`config.mk`:
```
export PLATFORM = sky130hd
export DESIGN_NAME = priority_encoder32
export DESIGN_NICKNAME = d
export VERILOG_FILES = /design/src/rtl/priority_encoder32.sv
export SDC_FILE = /design/constraint.sdc
export NUM_CORES = 1
export LEC_CHECK = 0
export CAP_MARGIN = 25
export CORE_ASPECT_RATIO = 1.25
export CORE_MARGIN = 5
export CORE_UTILIZATION = 29
export DETAILED_ROUTE_END_ITERATION = 10
export GPL_TIMING_DRIVEN = 0
export PLACE_DENSITY = 0.75
export SYNTH_ARGS = -nofsm -noshare
export SYNTH_HDL_FRONTEND = slang
export SYNTH_SLANG_ARGS = --single-unit
export TNS_END_PERCENT = 10
```
`constraint.sdc`:
```
create_clock -name clk -period 2.7 [get_ports clk]
set_input_delay 0.54 -clock clk [delete_from_list [all_inputs] [get_ports clk]]
set_output_delay 0.54 -clock clk [all_outputs]
set_load 0.005 [all_outputs]
```
`src/rtl/priority_encoder32.sv`:
```
// 32-input priority encoder (bit 0 wins) with combinational results and a
// registered copy of both, built as eight 4-bit group encoders plus an 8-way group selector.
module priority_encoder32 (
    input  logic        clk,
    input  logic        reset,
    input  logic [31:0] inputSignals,
    output logic        anySignalActive,
    output logic [4:0]  activeSignalIndex,
    output logic        registeredAnySignalActive,
    output logic [4:0]  registeredActiveSignalIndex
);

    logic [7:0] groupAny;
    logic [1:0] localIndex [8];
    logic [2:0] groupSelect;

    // Each local index falls back to 0 when its group is idle, so an all-zero
    // input yields index 0 with no extra gating.
    always_comb begin
        for (int g = 0; g < 8; g++) begin
            groupAny[g] = |inputSignals[4*g +: 4];
            if (inputSignals[4*g])
                localIndex[g] = 2'd0;
            else if (inputSignals[4*g+1])
                localIndex[g] = 2'd1;
            else if (inputSignals[4*g+2])
                localIndex[g] = 2'd2;
            else if (inputSignals[4*g+3])
                localIndex[g] = 2'd3;
            else
                localIndex[g] = 2'd0;
        end
    end

    // Scanning from the top lets the lowest active group overwrite the others.
    always_comb begin
        groupSelect = 3'd0;
        for (int g = 7; g >= 0; g--) begin
            if (groupAny[g])
                groupSelect = 3'(g);
        end
    end

    assign anySignalActive   = |groupAny;
    assign activeSignalIndex = {groupSelect, localIndex[groupSelect]};

    always_ff @(posedge clk or posedge reset) begin
        if (reset) begin
            registeredAnySignalActive   <= 1'b0;
            registeredActiveSignalIndex <= 5'd0;
        end else begin
            registeredAnySignalActive   <= anySignalActive;
            registeredActiveSignalIndex <= activeSignalIndex;
        end
    end

endmodule

```
* Word-level counts from Yosys, hierarchy flattened
Cells that the tools add are included.
** Storage, ports and cells
- Bits of input ports :: 34
- Register bits :: 6
- Output and inout port bits :: 12
- Logic and storage cells :: 56
** Operators by class
- Mux-type cells :: 43
- $lt $le $gt $ge :: 1
- Reductions and logical operators :: 9
- Bitwise gates (word level) :: 1
** Operators by type and width (number)
- $mux 2 :: 34
- $reduce_or 32->1 :: 1
- $reduce_or 4->1 :: 8
- $mux 3 :: 8
- $bmux 2 s3 :: 1
- $ge 4x4->1 const B :: 1
- $not 3->4 :: 1

* Longest topological paths before layout
Gate-level depths: netlist (run 1).
- Depth in word-level cells :: 13
- Gate-level depth with buffers :: 6
- Mapped depth without buffers :: 6

* Least setup slack after synthesis (run 1)
Ideal clock, no wire load.
- Path kind :: input to output
- From :: in inputSignals[5]
- To :: out activeSignalIndex[0]
- Setup slack :: 0.014 ns
- Data required time :: 2.160 ns
- Cell stages on the path :: 6
- Path buffers :: 0
- Arrival :: 2.146 ns
- Path through :: or4_4 -> nor2b_4 -> or3b_4 -> o32ai_2 -> a211o_1 -> o31a_1
** Between the ends
- Cells in the longest elaborated chain, start to end :: 7
- Elaborated cells between the ends (all ways) :: 9
** RTL lines
- start: declaration :: RTL line 6 : input logic [31:0] inputSignals,
- $reduce_or 4->1 :: RTL line 21 : groupAny[g] = |inputSignals[4*g +: 4];
- $mux 3 (2 in series) :: RTL line 39 : if (groupAny[g])
- $not 3->4 (not written as such) :: RTL line 45 : assign activeSignalIndex = {groupSelect, localIndex[groupSelect]};
- $bmux 2 s3 (*) :: RTL line 45
- $mux 2 (not written as such) (*) (2 in series) :: RTL line 45
- end: declaration :: RTL line 8 : output logic [4:0] activeSignalIndex,
Mark *: on every way between the ends. The rest lies on a longest branch, timed or not. The select of a mux whose other input is x is not followed.

* Final worst setup path (run 1)
- From :: in inputSignals[6]
- To :: out activeSignalIndex[0]
The elaborated chain is that of the path after synthesis.

==> summary.txt, run 1 <==
Status: finished, violations left
Failing checks: setup timing
Crit-path cells: buf_6 > or4_4 > nor2b_4 > or3b_4 > o32ai_2 > a211o_1 > o31a_1 > buf_2
Largest net degree at the start of global routing: 7
Slowest stage cell, crit path: or4_4
Synth unique cells: 27
Post-synth EDFFs: 0
CTS H-tree lvls: 1
Die H: 60.2 um
Leakage power: 0.597 nW
MaxCap Viol Count: 0
Maximum fanout along the worst path: 4
Initial antenna violation count: 0
Area share of the leading cell type in the synthesized netlist: 25.6%
Remaining antenna violation count: 0
Clock slew at reported path FFs: 40 ps
Gp weighted congestion: 0.793
I/O pins: 46
Period utilization: 110%
Fillers: 155
Syn Inst Count: 75
Initial core utilization: 29.9%
Sequential area share after synthesis: 25.6%
Fin worst setup slack: -261 ps
TritonCTS Buffers: 3
Hold Crit Class: in2async
Die width: 50.2 um
Clk pwr share: 28.9%
Clock period minus worst slack: 2960 ps
Num rows: 18
Kind of critical path: in2out
Final layout net count: 176
Top cells by count, synth: inv_1 (11), nor3_1 (9), a21oi_1 (8), nor4_1 (7)
Full die area: 3020 um2
Count leader, synth: inv_1
CTS tree: yes
Register bit total from synthesis: 6
CP top delay family: simple AND/OR/NAND/NOR gates
Startpoint types: input pin
Via Count: 910
ANT cells: 0
Psw: 0.0887 mW
Max Slew Vio Count: 0
Final Hold Viols: 0
Worst path bufs/invs: 2
Total Routing Usage GR: 16.3%
Combinational Power Share: 38.7%
Netlist Area Pre-Place: 586 um2
1st-iter DRT viols: 23
Syn_area_per_cell: 7.81 um2
Clock buffer depth: 2
Port bufs: 45
CP endpoint kind: output port
Root Driver: clkbuf_4
CP max stage delay: 550 ps
Sequential share of power: 32.4%
YS warnings: 0
Critical Path RT: 2160 ps
Asr flop ratio synth: 100%
Final HPWL DP: 1.79 mm
Max_slew headroom: 74.9%
Total core area: 1960 um2
Sum Neg Setup Slack: -498 ps
Setup violations, final: 2
Main flop type after synthesis: dfrtp_1
Total Power: 0.287 mW
Post-synthesis net count: 109
Cell Pwr Density: 225 nW/um2
Largest cells by area after synthesis: dfrtp_1 (26%), nor3_1 (7.7%), nor4_1 (7.5%), inv_1 (7.1%), a21oi_1 (6.8%)
Max Fclk: 338 MHz
Grt total ovfl: 0
Vias in the first global route: 871
Drt first pass iters: 4
Peak VDD IR: 0.000113 V
Cell internal pwr: 0.199 mW
CTS Sinks: 6
RSZ-0062 raised after global routing: true
Sw Share: 30.9%
Post-CTS Hold Buffers: 0
Worst-Margin Slew: 374 ps
Dominant cell type by area after synthesis: dfrtp_1
Wire per inst: 16.3 um
Share of cells above drive strength 1: 43.6%
Drc violations: 0
First-pass GRT wire length: 3.73 mm
Crit path from: inputSignals[6]
Routed WL: 2.61 mm
Final core occ: 65.2%
Synthesis-to-layout area growth: 118%
WP data arrival: 2420 ps
Routed vias/inst: 5.69
path summary, 6_finish.rpt:
check / end / slack, ps / cells after the start
hold / removal: registeredActiveSignalIndex[1] / 510 / 2
min in group clk: registeredActiveSignalIndex[1] / 720 / 3
max in group asynchronous: registeredActiveSignalIndex[0] / 2000 / 2
setup / recovery: activeSignalIndex[0] / -260 / 8
routing by layer:
layer / part of all wire [%] / vias up / GRT usage [%]
li1: - / 418 / -
met1: 34 / 427 / 14.9
met2: 52 / 50 / 29.1
met3: 7.4 / 15 / 4.74
met4: 6.4 / 0 / 13.9
met5: 0 / - / 0
area by class of cell:
| type | count | area [um2] | share of cell area (%) |
|---|---|---|---|
| Multi-Input combinational cell | 58 | 543 | 42.5 |
| Timing Repair Buffer | 62 | 495 | 38.8 |
| Sequential cell | 6 | 150 | 11.8 |
| Inverter | 11 | 41.3 | 3.23 |
| Tap cell | 20 | 25.0 | 1.96 |
| Clock buffer | 3 | 22.5 | 1.76 |
power by group through the flow:
stage                     logic [mW]  clock network, mW  registers [mW]
after floorplan               0.0276                  0          0.0948
after global placement         0.100                  0          0.0944
after detailed placement       0.103                  0          0.0944
after CTS                      0.107             0.0806          0.0932
after global routing           0.120             0.0908          0.0933
final                          0.111             0.0829          0.0931
registers in the layout, indices dropped and copies added (netlist names):
register	cells
registeredAnySignalActive	1
registeredActiveSignalIndex	5
stage by stage:
step	setup slack [ps]	instance area, um2	hold WS (ps)	instances
global placement	-1140	1060	766	140
finish	-261	1280	505	160
global route	-319	1280	513	160
CTS	-268	1260	516	153
detailed placement	-1180	1060	775	140
floorplan	14.4	586	331	75
cells in the final DEF, fill, tap and decap left out, drive strengths merged, types with 2 or more instances in the layout:
master and n:
dlygate4sd2 14, buf 25, dfrtp 6, a21oi 8, nor4 7, a31oi 2, inv 11, o31a 2
o21ai 3, o21bai 2, nand2b 2, clkdlybuf4s15 6, or4 4, nor2 6, clkbuf 12, nor3 9
clkdlybuf4s50 7
cells by family (layout without fill, tap and decap cells):
logic type	Yosys count	in the layout	share of synthesized area, %
buffers and inverters	11	76	7.05
muxes	1	1	1.71
AOI/OAI and AO/OA	23	23	27.1
and+or+nand+nor	34	34	38.5
DFF	6	6	25.6
timing repair:
action / in CTS / in global routing
pin swaps: 19 / 12
gates cloned: 0 / 0
gates resized for setup: 90 / 26
setup endpoints to repair: 6 / 5
buffers inserted: 10 / 7
No activity file was read; power rests on OpenSTA's default activity.
==> run 2, diff against run 1 <==
CORE_UTILIZATION = 35   (was 29)
DONT_BUFFER_PORTS = 1   (was not set)
PLACE_DENSITY = not set   (was 0.75)
==> run 2 against run 1 <==
Compared with the run above: die area fell by 14%; fmax rose by 6.1%; flip-flop and latch count did not move; critical path depth fell by 2; total power fell by 27%; final cell count fell by 39%; the run still ends with setup timing left; non-clock buffer count fell by 60.
==> summary.txt, run 2 (synthesized netlist as in run 1, its figures left out) <==
CTS Sinks: 6 (unchanged)
Critical Path RT: 2160 ps (about the same)
Maximum fanout along the worst path: 4 (unchanged)
I/O pins: 46 (unchanged)
Slowest stage cell, crit path: or4_4 (unchanged)
Total core area: 1580 um2 (was 1960 um2)
Die width: 46.6 um (was 50.2 um)
Port bufs: 0 (was 45)
Final Hold Viols: 0 (unchanged)
Share of cells above drive strength 1: 22.5% (was 43.6%)
Combinational Power Share: 16.5% (was 38.7%)
Initial core utilization: 37.0% (was 29.9%)
TritonCTS Buffers: 3 (unchanged)
Psw: 0.0488 mW (was 0.0887 mW)
Die H: 55.7 um (was 60.2 um)
Wire per inst: 16.6 um (was 16.3 um)
Failing checks: setup timing (unchanged)
Hold Crit Class: in2async (unchanged)
Clock slew at reported path FFs: 40 ps (about the same)
Max Slew Vio Count: 0 (unchanged)
Fillers: 164 (was 155)
Worst Hold Margin: 92.0 ps (was 505 ps)
Initial antenna violation count: 0 (unchanged)
Synthesis-to-layout area growth: 15.2% (was 118%)
Via Count: 607 (was 910)
Commonest cells after routing, fill and taps aside: inv_1 (11), nor3_1 (9), a21oi_1 (8), nor2_1 (6), dfrtp_1 (6) (was buf_4 (16), dlygate4sd2_1 (14), inv_1 (10), nor3_1 (9), clkbuf_2 (9))
Clock buffer depth: 2 (unchanged)
1st-iter DRT viols: 12 (was 23)
First-pass GRT wire length: 2.52 mm (was 3.73 mm)
Setup violations, final: 1 (was 2)
Fin worst setup slack: -89.8 ps (was -261 ps)
Vias in the first global route: 625 (was 871)
RSZ-0062 raised after global routing: true (unchanged)
Drc violations: 0 (unchanged)
Grt total ovfl: 0 (unchanged)
Largest net degree at the start of global routing: 7 (unchanged)
Drt first pass iters: 4 (unchanged)
Post-CTS Hold Buffers: 0 (unchanged)
Largest register FFs: 5 (unchanged)
Routed vias/inst: 6.19 (was 5.69)
Kind of critical path: in2out (unchanged)
Period utilization: 103% (was 110%)
Total Power: 0.208 mW (was 0.287 mW)
Largest registers: registeredActiveSignalIndex x5, registeredAnySignalActive x1 (unchanged)
Total Routing Usage GR: 12.5% (was 16.3%)
Worst-Margin Slew: 551 ps (was 374 ps)
Routed WL: 1.62 mm (was 2.61 mm)
Root Driver: clkbuf_4 (unchanged)
Cell internal pwr: 0.160 mW (was 0.199 mW)
Full die area: 2600 um2 (was 3020 um2)
Leakage power: 0.281 nW (was 0.597 nW)
Most common cell after layout, fill and taps aside: inv_1 (was buf_4)
Num rows: 16 (was 18)
CP max stage delay: 540 ps (was 550 ps)
Sw Share: 23.4% (was 30.9%)
Biggest register: registeredActiveSignalIndex (unchanged)
Sequential share of power: 45.0% (was 32.4%)
Final HPWL DP: 1.40 mm (was 1.79 mm)
Clk pwr share: 38.5% (was 28.9%)
ANT cells: 0 (unchanged)
Max_slew headroom: 62.9% (was 74.9%)
Remaining antenna violation count: 0 (unchanged)
Status: finished, violations left (unchanged)
Gp weighted congestion: 0.781 (was 0.793)
CTS H-tree lvls: 1 (unchanged)
CP endpoint kind: output port (unchanged)
CTS tree: yes (unchanged)
Final layout net count: 116 (was 176)
MaxCap Viol Count: 0 (unchanged)
WP data arrival: 2250 ps (was 2420 ps)
Startpoint types: input pin (unchanged)
Crit-path cells: or4_4 > nor2b_4 > or3b_4 > o32ai_2 > a211o_1 > o31a_1 (was buf_6 > or4_4 > nor2b_4 > or3b_4 > o32ai_2 > a211o_1 > o31a_1 > buf_2)
Peak VDD IR: 0.0000807 V (was 0.000113 V)
Cell Pwr Density: 309 nW/um2 (was 225 nW/um2)
Clock period minus worst slack: 2790 ps (was 2960 ps)
Max Fclk: 358 MHz (was 338 MHz)
[run 2: cell types whose count changed in the layout (fill, tap and decap cells not counted), sizes merged]
| cell | previous run | this run |
|---|---|---|
| buf | 25 | 2 |
| clkbuf | 12 | 3 |
| clkdlybuf4s15 | 6 | 0 |
| clkdlybuf4s50 | 7 | 0 |
| dlygate4sd2 | 14 | 0 |
| dlymetal6s2s | 1 | 0 |
[run 2: worst max-delay path: cells and delay by family]
kind | cells | cell delay [ps]
AND/OR/NAND/NOR | 3 | 1080
AO/OA/AOI/OAI | 3 | 630
[run 2: power by group through the flow]
stage | Sequential [mW] | Combinational [mW] | Clock [mW]
after CTS | 0.0939 | 0.0335 | 0.0825
after floorplan | 0.0948 | 0.0276 | 0
after global routing | 0.0940 | 0.0388 | 0.0883
after global placement | 0.0949 | 0.0321 | 0
final | 0.0938 | 0.0344 | 0.0802
after detailed placement | 0.0952 | 0.0326 | 0
[run 2: stage by stage]
stage | util, % | instances | setup WS, ps | cell area [um2] | setup TNS, ps
2_1_floorplan | - | 75 | 14.4 | 586 | 0
4_1_cts | 41.6 | 98 | -73.6 | 658 | -121
3_5_place_dp | 38.4 | 93 | -256 | 608 | -459
6_report | 42.6 | 98 | -89.8 | 674 | -89.8
5_1_grt | 42.6 | 98 | -168 | 674 | -197
3_3_place_gp | 38.4 | 93 | -239 | 608 | -467
[run 2: timing repair]
action / in CTS / in global routing
gates resized for setup: 3 / 3
setup endpoints to repair: 2 / 2
pin swaps: 1 / 1
setup buffers: 2 / 0
[run 2: layout make-up]
class | instances | area, um2 | share of cell area [%]
inverter | 11 | 41.3 | 6.12
sequential | 6 | 150 | 22.3
multi-input combinational | 58 | 423 | 62.7
timing repair buffer | 2 | 15.0 | 2.23
clock buffer | 3 | 22.5 | 3.34
tap | 18 | 22.5 | 3.34
[run 2: final timing paths]
check | start | to | cells past startpoint
max | inputSignals[5] | activeSignalIndex[0] | 6
min | reset | registeredActiveSignalIndex[1] | 1
max in group asynchronous | reset | registeredActiveSignalIndex[3] | 1
min in group clk | inputSignals[14] | registeredAnySignalActive | 2
[run 2: metal layers]
| metal | vias up | wire length (um) | global-route usage (%) | share of wire (%) |
|---|---|---|---|---|
| li1 | 297 | - | - | - |
| met1 | 279 | 584 | 12.5 | 36 |
| met2 | 31 | 805 | 21.3 | 50 |
| met3 | 0 | 234 | 4.53 | 14 |
| met4 | 0 | 0 | 6.50 | 0 |
| met5 | - | 0 | 0 | 0 |
==> run 3, diff against run 2 <==
--- a/config.mk
+++ b/config.mk
@@ -16,3 +16,3 @@
 export SYNTH_HDL_FRONTEND = slang
 export SYNTH_SLANG_ARGS = --single-unit
-export TNS_END_PERCENT = 10
+export TNS_END_PERCENT = 5
==> constraint.sdc (replaced) <==
create_clock -name clk -period 2.7 [get_ports clk]
set_input_delay 0.405 -clock clk [delete_from_list [all_inputs] [get_ports clk]]
set_output_delay 0.405 -clock clk [all_outputs]
set_load 0.005 [all_outputs]
==> run 3 against run 2 <==
Compared with the run above: the run now ends clean; die area is the same; via count fell by 2.0%; core utilization is 1.3 points lower; clock-buffer cell count did not move; critical path type unchanged; final area fell by 3.2%; highest routed layer is now met4.
==> summary.txt, run 3 (synthesized netlist as in run 1, its figures left out) <==
Final layout net count: 115 (was 116)
CTS Sinks: 6 (unchanged)
1st-iter DRT viols: 7 (was 12)
RSZ-0062 raised after global routing: false (was true)
Share of cells above drive strength 1: 16.5% (was 22.5%)
Final HPWL DP: 1.40 mm (unchanged)
Startpoint types: input pin (unchanged)
Max Slew Vio Count: 0 (unchanged)
Largest registers: registeredActiveSignalIndex x5, registeredAnySignalActive x1 (unchanged)
Synthesis-to-layout area growth: 11.5% (was 15.2%)
I/O pins: 46 (unchanged)
Wire per inst: 16.6 um (about the same)
Sum Neg Setup Slack: 0 ps (was -89.8 ps)
Initial antenna violation count: 0 (unchanged)
Kind of critical path: in2out (unchanged)
Clock period minus worst slack: 2540 ps (was 2790 ps)
First-pass GRT wire length: 2.51 mm (was 2.52 mm)
Drt first pass iters: 4 (unchanged)
Initial core utilization: 37.0% (unchanged)
Period utilization: 94.2% (was 103%)
WP data arrival: 2140 ps (was 2250 ps)
Max_slew headroom: 62.4% (was 62.9%)
Routed WL: 1.61 mm (was 1.62 mm)
Remaining antenna violation count: 0 (unchanged)
Most common cell after layout, fill and taps aside: inv_1 (unchanged)
Port bufs: 0 (unchanged)
Grt total ovfl: 0 (unchanged)
Total core area: 1580 um2 (unchanged)
Root Driver: clkbuf_4 (unchanged)
CTS tree: yes (unchanged)
Setup violations, final: 0 (was 1)
Peak VDD IR: 0.0000843 V (was 0.0000807 V)
Status: finished clean (was finished, violations left)
Total Routing Usage GR: 12.5% (unchanged)
Hold Crit Class: in2reg (was in2async)
Biggest register: registeredActiveSignalIndex (unchanged)
Largest register FFs: 5 (unchanged)
TritonCTS Buffers: 3 (unchanged)
Leakage power: 0.274 nW (was 0.281 nW)
Post-route cell area: 653 um2 (was 674 um2)
Clock slew at reported path FFs: 40 ps (about the same)
Vias in the first global route: 611 (was 625)
Maximum fanout along the worst path: 5 (was 4)
Cell Pwr Density: 320 nW/um2 (was 309 nW/um2)
CTS H-tree lvls: 1 (unchanged)
Via Count: 595 (was 607)
Placed cells: 93 (unchanged)
Die H: 55.7 um (unchanged)
MaxCap Viol Count: 0 (unchanged)
CP endpoint kind: output port (unchanged)
Fillers: 171 (was 164)
Largest net degree at the start of global routing: 7 (unchanged)
Routed vias/inst: 6.13 (was 6.19)
Full die area: 2600 um2 (unchanged)
Final std cells w/o fill: 97 (was 98)
Clock buffer depth: 2 (unchanged)
Gp weighted congestion: 0.781 (unchanged)
Die width: 46.6 um (unchanged)
Final Hold Viols: 0 (unchanged)
Max Fclk: 393 MHz (was 358 MHz)
Placed Area: 608 um2 (unchanged)
Setup bufs post-CTS: 0 (was 2)
Critical Path RT: 2300 ps (was 2160 ps)
Drc violations: 0 (unchanged)
Commonest cells after routing, fill and taps aside: inv_1 (11), nor3_1 (9), a21oi_1 (8) (was inv_1 (11), nor3_1 (9), a21oi_1 (8), nor2_1 (6), dfrtp_1 (6))
ANT cells: 0 (unchanged)
Num rows: 16 (unchanged)
Worst-Margin Slew: 558 ps (was 551 ps)
run 3: worst paths after layout:
kind | slack [ps] | start | end | cells after the start
worst max-delay path | 160 | inputSignals[5] | activeSignalIndex[0] | 6
max in group asynchronous | 2010 | reset | registeredActiveSignalIndex[4] | 2
worst min-delay path | 400 | inputSignals[14] | registeredAnySignalActive | 2
min in group asynchronous | 510 | reset | registeredActiveSignalIndex[1] | 2
run 3: layout make-up:
type	count	area, um2	share of cell area (%)
repair buffers	1	10.0	1.53
flip-flops and latches	6	150	23.0
well taps	18	22.5	3.45
inverters	11	41.3	6.32
multi-input cells	58	407	62.3
clock buffers	3	22.5	3.45
run 3: critical path: stages:
cell     delay, ps
or4_4          540
nor2b_4        140
or3b_4         430
o32ai_2        260
a211o_1        170
o31a_1         190
run 3: stage by stage:
step / power (mW) / worst slack (ps) / util (%) / hold WS [ps]
after CTS: 0.210 / 28.0 / 40.5 / 419
final: 0.209 / 156 / 41.3 / 398
after detailed placement: 0.128 / 13.6 / 38.4 / 218
after floorplan: 0.122 / 284 / - / 196
after global placement: 0.127 / 30.8 / 38.4 / 208
after global routing: 0.221 / 44.3 / 41.3 / 418
run 3: per-layer routing:
| metal | global-route usage (%) | vias up | wire length [um] | part of all wire (%) |
|---|---|---|---|---|
| li1 | - | 295 | - | - |
| met1 | 12.9 | 264 | 565 | 35 |
| met2 | 21.1 | 34 | 781 | 48 |
| met3 | 4.53 | 2 | 254 | 16 |
| met4 | 6.10 | 0 | 13 | 0.81 |
| met5 | 0 | - | 0 | 0 |
run 3: power breakdown:
| group | switching, mW | total, mW | internal, mW |
|---|---|---|---|
| clock network | 0.0309 | 0.0811 | 0.0502 |
| logic | 0.0167 | 0.0341 | 0.0173 |
| registers | 0.00117 | 0.0938 | 0.0926 |
run 3: repair_timing:
| item | 4_1_cts | 5_1_grt |
|---|---|---|
| hold buffers | 1 | 0 |
| endpoints found under the hold margin | 6 | 0 |
| gates resized for setup | 0 | 3 |
| endpoints found under the setup margin | 0 | 2 |
==> RTL change, RTL diff (settings of run 1) <==
Remove the register `registeredActiveSignalIndex`: a continuous assignment takes its place, so the output `registeredActiveSignalIndex` follows one clock earlier.
--- a/src/rtl/priority_encoder32.sv
+++ b/src/rtl/priority_encoder32.sv
@@ -49,6 +49,4 @@
             registeredAnySignalActive   <= 1'b0;
-            registeredActiveSignalIndex <= 5'd0;
         end else begin
             registeredAnySignalActive   <= anySignalActive;
-            registeredActiveSignalIndex <= activeSignalIndex;
         end
@@ -56,2 +54,4 @@
 
+    assign registeredActiveSignalIndex = activeSignalIndex;
+
 endmodule
Behaviour: not the same (a bounded check fails within 4 cycles, from zero or initial values and one cycle with reset high).
==> RTL change against run 1 <==
- the run still ends with setup timing left
- sequential cell count down 5
- wire length up 4.4%
- die area down 12%
- largest cell class is now buffers
- worst setup slack worse by 95 ps
- total power down 53%
- area after synthesis down 15%
- synthesized cell count unchanged
- critical path depth up 2
- cell count down 0.63%
- global-route usage up 3.8 points
- design area down 2.6%
==> RTL change: results (changes against run 1) <==
* Seq/Total Area, Yosys at 5.03% (-21 points)
* Commonest cells post-synth: inv_1 (11), nor3_1 (9), a21oi_1 (8), nor4_1 (7), nor2_1 (6)
* Capture point of the worst path: registeredActiveSignalIndex[0]
* Met2 Usage GRT at 41.0% (+12 points)
* Largest regs: registeredAnySignalActive x1
* Met3 usage at 1.92% (-2.8 points)
* Layout cells sized above 1 at 53.2% (+9.6 points)
* Vias in the first global route at 961 (+10%)
* Nets at 177 (+0.57%)
* Port Buffer Count at 45 (unchanged)
* Gpl congestion at 0.784 (-1.0%)
* DR WL met3 at 262 um (+36%)
* Yosys warning count at 0 (unchanged)
* Worst IR drop on VDD at 64.8 uV (-43%)
* Fill cell count at 129 (-17%)
* CP max stage cell: or4_4
* Pre-CTS setup slack at -1260 ps (-76.6 ps)
* Worst hold path class: input pin to asynchronous set/reset pin
* Total GRT Usage at 20.1% (+3.8 points)
* Syn Nets at 109 (unchanged)
* Leak pwr at 0.564 nW (-5.4%)
* Final setup vio count at 6 (+4)
* DP Wirelength at 1680 um (-6.0%)
* Top_reg_cell synth: dfrtp_1
* M1 WL at 868 um (-2.8%)
* Post-Route WL at 2720 um (+4.4%)
* Clock Pin Slew Worst Setup and Hold Paths at 0 ps (-40 ps)
* Synth area leaders: nor3_1 (9.0%), nor4_1 (8.8%), inv_1 (8.3%)
* Final setup TNS at -1280 ps (-781 ps)
* Outcome: finished, violations left
* Failing checks: setup timing
* Fraction of registers with async set/reset at 100% (unchanged)
* M1 GR Usage at 19.1% (+4.2 points)
* Final WS setup at -356 ps (-95.0 ps)
* Final antenna diode count at 0 (unchanged)
* Largest net degree at the start of global routing at 5 (-2)
* Placement Cell Area at 971 um2 (-8.5%)
* Detailed Route Iter0 Violations at 25 (+8.7%)
* Vias per inst at 5.71 (+0.41%)
* Met2 wire length at 1510 um (+12%)
* Crit path DAT at 2520 ps (+100 ps)
* Yosys cell types at 28 (+3.7%)
* Max-Slew Margin vs Limit at 78.7% (+3.8 points)
* Global-route wire length before repair at 4080 um (+9.4%)
RTL change: cell count changes in the layout (fill, tap and decap cells not counted), sizes merged:
cell,delta
buf,+20
clkdlybuf4s50,-4
clkbuf,-9
dfrtp,-5
dlygate4sd2,-1
RTL change: layout make-up:
class                      count  area, um2  share of cell area (%)
timing repair buffer          66        558                    44.9
tap                           18       22.5                    1.81
buffer                         5       41.3                    3.32
inverter                      11       41.3                    3.32
sequential                     1       25.0                    2.01
multi-input combinational     58        556                    44.7
RTL change: where the power goes:
part / internal (mW) / switching [mW] / leakage, nW
clock: 0 / 0 / 0
combinational: 0.0621 / 0.0571 / 0.556
sequential: 0.0153 / 0.00000000000404 / 0.00875
total: 0.0773 / 0.0571 / 0.564
RTL change: metrics by stage:
step                cells  hold slack (ps)
floorplan              75              269
global placement      138              686
detailed placement    138              696
CTS                   154              703
global route          159              715
finish                159              700
RTL change: worst min path at each step:
stage / start / endpoint / slack (ps)
6_report: reset / registeredAnySignalActive / 700
5_1_grt: reset / registeredAnySignalActive / 710
4_1_cts: reset / registeredAnySignalActive / 700
3_5_place_dp: reset / registeredAnySignalActive / 700
3_3_place_gp: reset / registeredAnySignalActive / 690
2_1_floorplan: reset / registeredAnySignalActive / 270
RTL change: kinds of logic (layout without fill, tap and decap cells):
kind of cell           count (synthesis)  in the layout  share of synthesized area, %
flip-flops                             1              1                          5.02
AND/OR/NAND/NOR                       34             34                          45.2
multiplexers                           1              1                          2.01
AO/OA/AOI/OAI                         23             23                          31.9
buffers and inverters                 16             82                          15.8
RTL change: repair_timing:
action | 4_1_cts | 5_1_grt
pin swaps | 21 | 12
gates resized for setup | 139 | 11
buffers inserted | 16 | 5
endpoints found under the setup margin | 11 | 8
